$ cat src/rtl/chaotic_pkg.sv
// rtl/chaotic_pkg.sv - shared types and constants for the chaotic iteration controller
package chaotic_pkg;

    // Controller FSM states
    typedef enum logic [1:0] {
        ST_IDLE  = 2'd0,
        ST_ISSUE = 2'd1,
        ST_WAIT  = 2'd2,
        ST_EMIT  = 2'd3
    } state_t;

    // IEEE-754 double constants used when building stimulus
    localparam logic [63:0] FP64_ZERO = 64'h0000_0000_0000_0000;
    localparam logic [63:0] FP64_ONE  = 64'h3FF0_0000_0000_0000;

    // Cycles to wait for an equation result before giving up
    localparam int DEFAULT_TIMEOUT = 1023;

endpackage

$ cat src/rtl/chaotic_iter_ctrl.sv
// rtl/chaotic_iter_ctrl.sv - closed-loop iteration controller for the chaotic equation block
module chaotic_iter_ctrl
    import chaotic_pkg::*;
#(
    parameter int DATA_WIDTH = 64,
    parameter int CNT_WIDTH  = 32,
    parameter int TIMEOUT    = DEFAULT_TIMEOUT
) (
    input  logic                  clk,
    input  logic                  rst_n,
    input  logic                  start,
    input  logic                  abort,
    input  logic [DATA_WIDTH-1:0] x0,
    input  logic [DATA_WIDTH-1:0] y0,
    input  logic [DATA_WIDTH-1:0] z0,
    input  logic [CNT_WIDTH-1:0]  skip_num,
    input  logic [CNT_WIDTH-1:0]  iter_num,
    output logic                  eq_n_valid,
    output logic [DATA_WIDTH-1:0] eq_xn,
    output logic [DATA_WIDTH-1:0] eq_yn,
    output logic [DATA_WIDTH-1:0] eq_zn,
    input  logic                  eq_n1_valid,
    input  logic [DATA_WIDTH-1:0] eq_xn1,
    input  logic [DATA_WIDTH-1:0] eq_yn1,
    input  logic [DATA_WIDTH-1:0] eq_zn1,
    output logic                  out_valid,
    input  logic                  out_ready,
    output logic [DATA_WIDTH-1:0] out_x,
    output logic [DATA_WIDTH-1:0] out_y,
    output logic [DATA_WIDTH-1:0] out_z,
    output logic                  busy,
    output logic                  done,
    output logic                  timeout_err
);

    localparam int                     TMR_W       = $clog2(TIMEOUT + 1);
    localparam logic [TMR_W-1:0]       TMR_LAST    = TMR_W'(TIMEOUT - 1);
    localparam logic [TMR_W-1:0]       TMR_ONE     = TMR_W'(1);
    localparam logic [CNT_WIDTH-1:0]   CNT_ONE     = CNT_WIDTH'(1);
    localparam logic [CNT_WIDTH:0]     CNT_ONE_EXT = (CNT_WIDTH + 1)'(1);

    state_t                r_state;
    state_t                w_next;
    logic [DATA_WIDTH-1:0] r_x;
    logic [DATA_WIDTH-1:0] r_y;
    logic [DATA_WIDTH-1:0] r_z;
    logic [CNT_WIDTH-1:0]  r_skip_num;
    logic [CNT_WIDTH-1:0]  r_iter_num;
    logic [CNT_WIDTH-1:0]  r_skip_cnt;
    logic [CNT_WIDTH-1:0]  r_emit_cnt;
    logic [TMR_W-1:0]      r_timer;
    logic                  r_gap;
    logic                  r_done;
    logic                  r_timeout_err;

    logic                  w_accept_start;
    logic                  w_result;
    logic                  w_skip;
    logic                  w_hs;
    logic                  w_last;
    logic                  w_tmo;
    logic [CNT_WIDTH:0]    w_emit_next;

    // Event decode; r_gap is the one-cycle turnaround after a non-final accepted output
    always_comb begin
        w_accept_start = (r_state == ST_IDLE) && start && !abort;
        w_result       = (r_state == ST_WAIT) && eq_n1_valid;
        w_skip         = w_result && (r_skip_cnt < r_skip_num);
        w_hs           = (r_state == ST_EMIT) && !r_gap && out_ready;
        w_emit_next    = {1'b0, r_emit_cnt} + CNT_ONE_EXT;
        w_last         = (w_emit_next == {1'b0, r_iter_num});
        w_tmo          = (r_state == ST_WAIT) && !eq_n1_valid && (r_timer == TMR_LAST);
    end

    // Next-state logic; abort overrides every other transition
    always_comb begin
        w_next = r_state;
        case (r_state)
            ST_IDLE: begin
                if (w_accept_start && (iter_num != '0)) begin
                    w_next = ST_ISSUE;
                end
            end
            ST_ISSUE: begin
                w_next = ST_WAIT;
            end
            ST_WAIT: begin
                if (eq_n1_valid) begin
                    w_next = w_skip ? ST_ISSUE : ST_EMIT;
                end else if (w_tmo) begin
                    w_next = ST_IDLE;
                end
            end
            ST_EMIT: begin
                if (r_gap) begin
                    w_next = ST_ISSUE;
                end else if (w_hs && w_last) begin
                    w_next = ST_IDLE;
                end
            end
            default: begin
                w_next = ST_IDLE;
            end
        endcase
        if (abort) begin
            w_next = ST_IDLE;
        end
    end

    // FSM state register
    always_ff @(posedge clk or negedge rst_n) begin
        if (!rst_n) begin
            r_state <= ST_IDLE;
        end else begin
            r_state <= w_next;
        end
    end

    // State words: initial value on start, equation result in WAIT (even if aborting)
    always_ff @(posedge clk or negedge rst_n) begin
        if (!rst_n) begin
            r_x <= '0;
            r_y <= '0;
            r_z <= '0;
        end else if (w_accept_start) begin
            r_x <= x0;
            r_y <= y0;
            r_z <= z0;
        end else if (w_result) begin
            r_x <= eq_xn1;
            r_y <= eq_yn1;
            r_z <= eq_zn1;
        end
    end

    // Run parameters, iteration counters and wait timer
    always_ff @(posedge clk or negedge rst_n) begin
        if (!rst_n) begin
            r_skip_num <= '0;
            r_iter_num <= '0;
            r_skip_cnt <= '0;
            r_emit_cnt <= '0;
            r_timer    <= '0;
        end else begin
            if (w_accept_start) begin
                r_skip_num <= skip_num;
                r_iter_num <= iter_num;
                r_skip_cnt <= '0;
                r_emit_cnt <= '0;
            end
            if (w_skip) begin
                r_skip_cnt <= r_skip_cnt + CNT_ONE;
            end
            if (w_hs && !abort) begin
                r_emit_cnt <= w_emit_next[CNT_WIDTH-1:0];
            end
            if (r_state == ST_ISSUE) begin
                r_timer <= '0;
            end else if (r_state == ST_WAIT) begin
                r_timer <= r_timer + TMR_ONE;
            end
        end
    end

    // Completion pulse, sticky timeout flag and post-handshake turnaround
    always_ff @(posedge clk or negedge rst_n) begin
        if (!rst_n) begin
            r_done        <= 1'b0;
            r_timeout_err <= 1'b0;
            r_gap         <= 1'b0;
        end else begin
            r_done <= (w_accept_start && (iter_num == '0)) || (w_hs && w_last && !abort);
            r_gap  <= w_hs && !w_last && !abort;
            if (w_accept_start) begin
                r_timeout_err <= 1'b0;
            end else if (w_tmo && !abort) begin
                r_timeout_err <= 1'b1;
            end
        end
    end

    assign eq_n_valid  = (r_state == ST_ISSUE);
    assign eq_xn       = r_x;
    assign eq_yn       = r_y;
    assign eq_zn       = r_z;
    assign out_valid   = (r_state == ST_EMIT) && !r_gap;
    assign out_x       = r_x;
    assign out_y       = r_y;
    assign out_z       = r_z;
    assign busy        = (r_state != ST_IDLE);
    assign done        = r_done;
    assign timeout_err = r_timeout_err;

endmodule

$ cat config.mk
export PLATFORM = sky130hd
export DESIGN_NAME = chaotic_iter_ctrl
export DESIGN_NICKNAME = d
export VERILOG_FILES = /design/src/rtl/chaotic_pkg.sv /design/src/rtl/chaotic_iter_ctrl.sv
export SDC_FILE = /design/constraint.sdc
export NUM_CORES = 1
export LEC_CHECK = 0
export CAP_MARGIN = 20
export CORE_AREA = 3 3 332 334
export DETAILED_ROUTE_END_ITERATION = 16
export DIE_AREA = 0 0 335 337
export GPL_TIMING_DRIVEN = 1
export RECOVER_POWER = 25
export SLEW_MARGIN = 30
export SYNTH_ARGS = -nofsm -noshare
export SYNTH_HDL_FRONTEND = slang
export SYNTH_SLANG_ARGS = --single-unit
$ cat constraint.sdc
create_clock -name clk -period 3.67 [get_ports clk]
set_input_delay 0.367 -clock clk [delete_from_list [all_inputs] [get_ports clk]]
set_output_delay 0.367 -clock clk [all_outputs]
set_load 0.005 [all_outputs]
==> flow_summary_export.csv <==
group,metric,value,unit
global_routing,grt_pass1_wl,141000,um
cts,cts_root_buf,"clkbuf_16",
sta,maxSlewHeadroom,-31.5,%
cts,cts_tree,"built",
cts,htreeDepth,2,
floorplanning,die_y,337,um
setup_path,crit_slowest_cell,"nor4_4",
drt,drt-initial-drc-count,1465,
setup_path,cpPeakStageDelay,0.69,ns
cells_and_area,area_growth_syn_to_layout,56.3,%
outcome,outcome,"complete, but fails checks",
setup_path,arrival,3.83,ns
cts,clock-sinks,335,
sta,slew_viol_final,73,
drt,ant_nets,0,
power,powerDensity,734,nW/um^2
sta,worst_pin_slew,1.97,ns
cts,cts_resized,0,
cts,cts_buffers,43,
placement,dp_hpwl,84800,um
sta,holdWs,0.316,ns
drt,vias_per_cell,4.36,
cells_and_area,fin_area,28800,um^2
sta,period_needed,3.36,ns
synthesis,yosysTopAreaCellShare,45.5,%
synthesis,synth_cell_type_count,63,
setup_path,crit_family,"simple AND/OR/NAND/NOR gates",
global_routing,grt_pass1_vias,18000,
setup_path,crit_required,4.14,ns
setup_path,path_buf_inv,0,
power,total_power,21.2,mW
drt,drt_pass1_iterations,6,
synthesis,ys_async_sr_fraction,100,%
floorplanning,io_pins,843,
synthesis,yosysSeqAreaShare,45.5,%
floorplanning,rows,120,
synthesis,yosys.area_share.simple,23.7,%
setup_path,critical_path.startpoint_type,"flop",
power,peakVddDrop,405,uV
global_routing,track_usage,17.6,%
synthesis,synth_top_family_by_area,"simple AND/OR/NAND/NOR gates",
synthesis,yosys_warnings,0,
synthesis,synth_fa_ha_area_share,2.65,%
sta,hold_violations,0,
sta,setup_viol,0,
synthesis,yosysTopAreaCell,"dfrtp_1",
drt,drc_errors,0,
floorplanning,dieArea,113000,um^2
global_routing,grt_max_degree,113,
synthesis,ys_seq_elements,335,
synthesis,synth_xor_area_share,2.28,%
drt,wl_per_cell,24.2,um
cts,clk_latency,0.59,ns
cts,clk_pin_slew_worst_paths,0.06,ns
sta,finalSetupTns,0,ns
setup_path,path_cells,"nand3_2, nor4_4, nand2_4, o22a_1, or4_4, nor4_4, a31o_2, mux2_1",
setup_path,cpMostUsedCell,"nor4_4",
setup_path,crit_fanout,12,
synthesis,synth-main-ff-cell,"dfrtp_1",
synthesis,synthMuxAreaShare,0.570,%
sta,grt_setup_unrepaired,"false",
placement,placed_area,27300,um^2
floorplanning,core_area,107000,um^2
cells_and_area,layout-drive-gt1-share,5.14,%
sta,timing.final.crit_share,91.5,%
power,leakagePower,12.0,nW
synthesis,syn_nets,2737,
run,maxCapViolations,1,
sta,fmax,0.298,GHz
cells_and_area,final_util,26.9,%
cells_and_area,nets,3356,
placement,place_congestion,0.924,
global_routing,antenna_found_initial,76,
floorplanning,dieWidth,335,um
floorplanning,initial_utilization,17.2,%
setup_path,worstSetupPathType,"flop to flop",
drt,wl,105000,um
synthesis,synth_enable_flop_cells,0,
synthesis,synth_compound_area_share,13.6,%
synthesis,syn_avg_cell_area,8.22,um^2
cts,clk_path_buf_depth,3,
sta,fin_worst_skew,0.0127,ns
placement,port-buffer-count,842,
synthesis,syn_area,18400,um^2
drt,num_vias,18900,
outcome,violations,"max-capacitance violations, max-slew violations",
synthesis,synth_area_leaders,"dfrtp_1 45%, nand2_1 12%, buf_4 7.8%",
hold_path,hold_class,"input port to flop",
setup_path,cp-end-kind,"flop",
global_routing,overflow,0,
synthesis,netlist_instances,2244,
-- synth_stat cells, types with 3 or more instances --
| master | number |
|---|---|
| a21o_1 | 11 |
| xor2_1 | 20 |
| o22ai_1 | 4 |
| a31o_2 | 3 |
| nand3b_1 | 3 |
| nor3b_1 | 7 |
| nor3_1 | 19 |
| o311ai_0 | 7 |
| dfrtp_1 | 335 |
| nand2_1 | 580 |
| and3_1 | 17 |
| nor2_1 | 248 |
| o21ai_0 | 95 |
| buf_2 | 6 |
| nand4_1 | 27 |
| a21oi_1 | 38 |
| and4_1 | 12 |
| o41ai_1 | 5 |
| a31oi_1 | 198 |
| inv_1 | 58 |
| o31ai_1 | 15 |
| buf_1 | 3 |
| mux2_2 | 3 |
| or4_1 | 5 |
| ha_1 | 39 |
| xnor2_1 | 28 |
| a211o_1 | 4 |
| mux2i_1 | 6 |
| nor2b_1 | 4 |
| clkbuf_1 | 122 |
| and2_1 | 6 |
| nor4_1 | 19 |
| buf_4 | 192 |
| nand3_1 | 48 |
| or3_1 | 14 |
| o21a_1 | 5 |
-- cell usage in the layout, fill, tap and decap left out, types with 5 or more instances in the layout --
| cell | instances |
|---|---|
| clkdlybuf4s50_1 | 841 |
| nand2_1 | 578 |
| dfrtp_1 | 335 |
| nor2_1 | 248 |
| a31oi_1 | 197 |
| o21ai_0 | 95 |
| inv_1 | 58 |
| nand3_1 | 48 |
| clkbuf_16 | 44 |
| buf_4 | 40 |
| ha_1 | 39 |
| a21oi_1 | 38 |
| diode_2 | 28 |
| xnor2_1 | 28 |
| nand4_1 | 27 |
| xor2_1 | 20 |
| nor4_1 | 19 |
| nor3_1 | 18 |
| and3_1 | 17 |
| o31ai_1 | 15 |
| or3_1 | 14 |
| and4_1 | 12 |
| clkbuf_1 | 12 |
| a21o_1 | 11 |
| buf_12 | 11 |
| clkinv_2 | 9 |
| clkbuf_8 | 8 |
| nor3b_1 | 7 |
| o311ai_0 | 7 |
| mux2i_1 | 6 |
| o41ai_1 | 5 |
| or4_1 | 5 |
| o21a_1 | 5 |
| bufinv_16 | 5 |
-- path summary, 6_finish.rpt --
| kind | slack, ns | to | startpoint | depth (start not counted) |
|---|---|---|---|---|
| worst max-delay path | 0.31 | r_state[0]$_DFFE_PN0P_ | r_emit_cnt[2]$_DFFE_PN0P_ | 8 |
| worst min-delay path | 0.32 | r_skip_num[0]$_DFFE_PN0P_ | skip_num[0] | 3 |
| worst max register to register | 0.31 | r_state[0]$_DFFE_PN0P_ | r_emit_cnt[2]$_DFFE_PN0P_ | 8 |
| worst min register to register | 0.48 | r_skip_num[0]$_DFFE_PN0P_ | r_skip_num[0]$_DFFE_PN0P_ | 2 |
| max in group asynchronous | 0.64 | eq_xn[38]$_DFFE_PN0P_ | rst_n | 4 |
| min in group asynchronous | 0.88 | r_skip_num[14]$_DFFE_PN0P_ | rst_n | 2 |
-- report_power, final --
group / leakage, nW / switching [mW] / internal, mW
Combinational: 7.17 / 4.21 / 5.58
Clock: 0.727 / 1.82 / 2.72
Sequential: 4.09 / 1.64 / 5.20
Total: 12.0 / 7.67 / 13.5
-- cell families after synthesis --
group | after synthesis
muxes | 10
buffers and inverters | 383
adders and majority gates | 39
DFF | 335
xor gates and xnor gates | 48
AOI/OAI and AO/OA | 405
and+or+nand+nor | 1024
-- worst register-to-register path: cells and delay by family, from the launching register on --
family / cells / cell delay [ns]
compound gates: 2 / 0.47
mux: 1 / 0.32
flops: 1 / 0.46
simple gates: 5 / 2.00
-- registers in the layout (all words and copies together), names as in the netlist, 10 cells and up --
name,flops
eq_xn,64
eq_yn,64
eq_zn,64
r_emit_cnt,32
r_iter_num,32
r_skip_cnt,32
r_skip_num,32
r_timer,10
-- metal layers --
metal,global-route usage (%),wire (um),part of all wire [%],up-vias
met1,21.6,42100,40,9107
met2,26.9,46600,45,874
li1,-,-,-,8718
met4,4.93,2440,2.3,34
met5,0,233,0.22,-
met3,8.98,13200,13,162
-- metrics by stage --
stage | instances | setup slack (ns)
after global placement | 4220 | 0.468
final | 4329 | 0.312
after CTS | 4301 | 0.347
after detailed placement | 4220 | 0.382
after global routing | 4308 | 0.0747
after floorplan | 2244 | 0.661
-- layout make-up --
| class | count | area (um^2) |
|---|---|---|
| clock inverter | 20 | 250 |
| timing repair buffer | 899 | 8970 |
| fill | 11500 | 78400 |
| multi-input combinational | 1526 | 7920 |
| tap | 1403 | 1760 |
| sequential | 335 | 8380 |
| clock buffer | 60 | 1240 |
| antenna | 28 | 70.1 |
| inverter | 58 | 218 |
-- repair_timing --
action	CTS	global route
buffers inserted	0	0
hold buffers	1	0
endpoints found under the setup margin	0	0
endpoints found under the hold margin	67	0
Note: power is estimated with default switching activity, not from simulation.
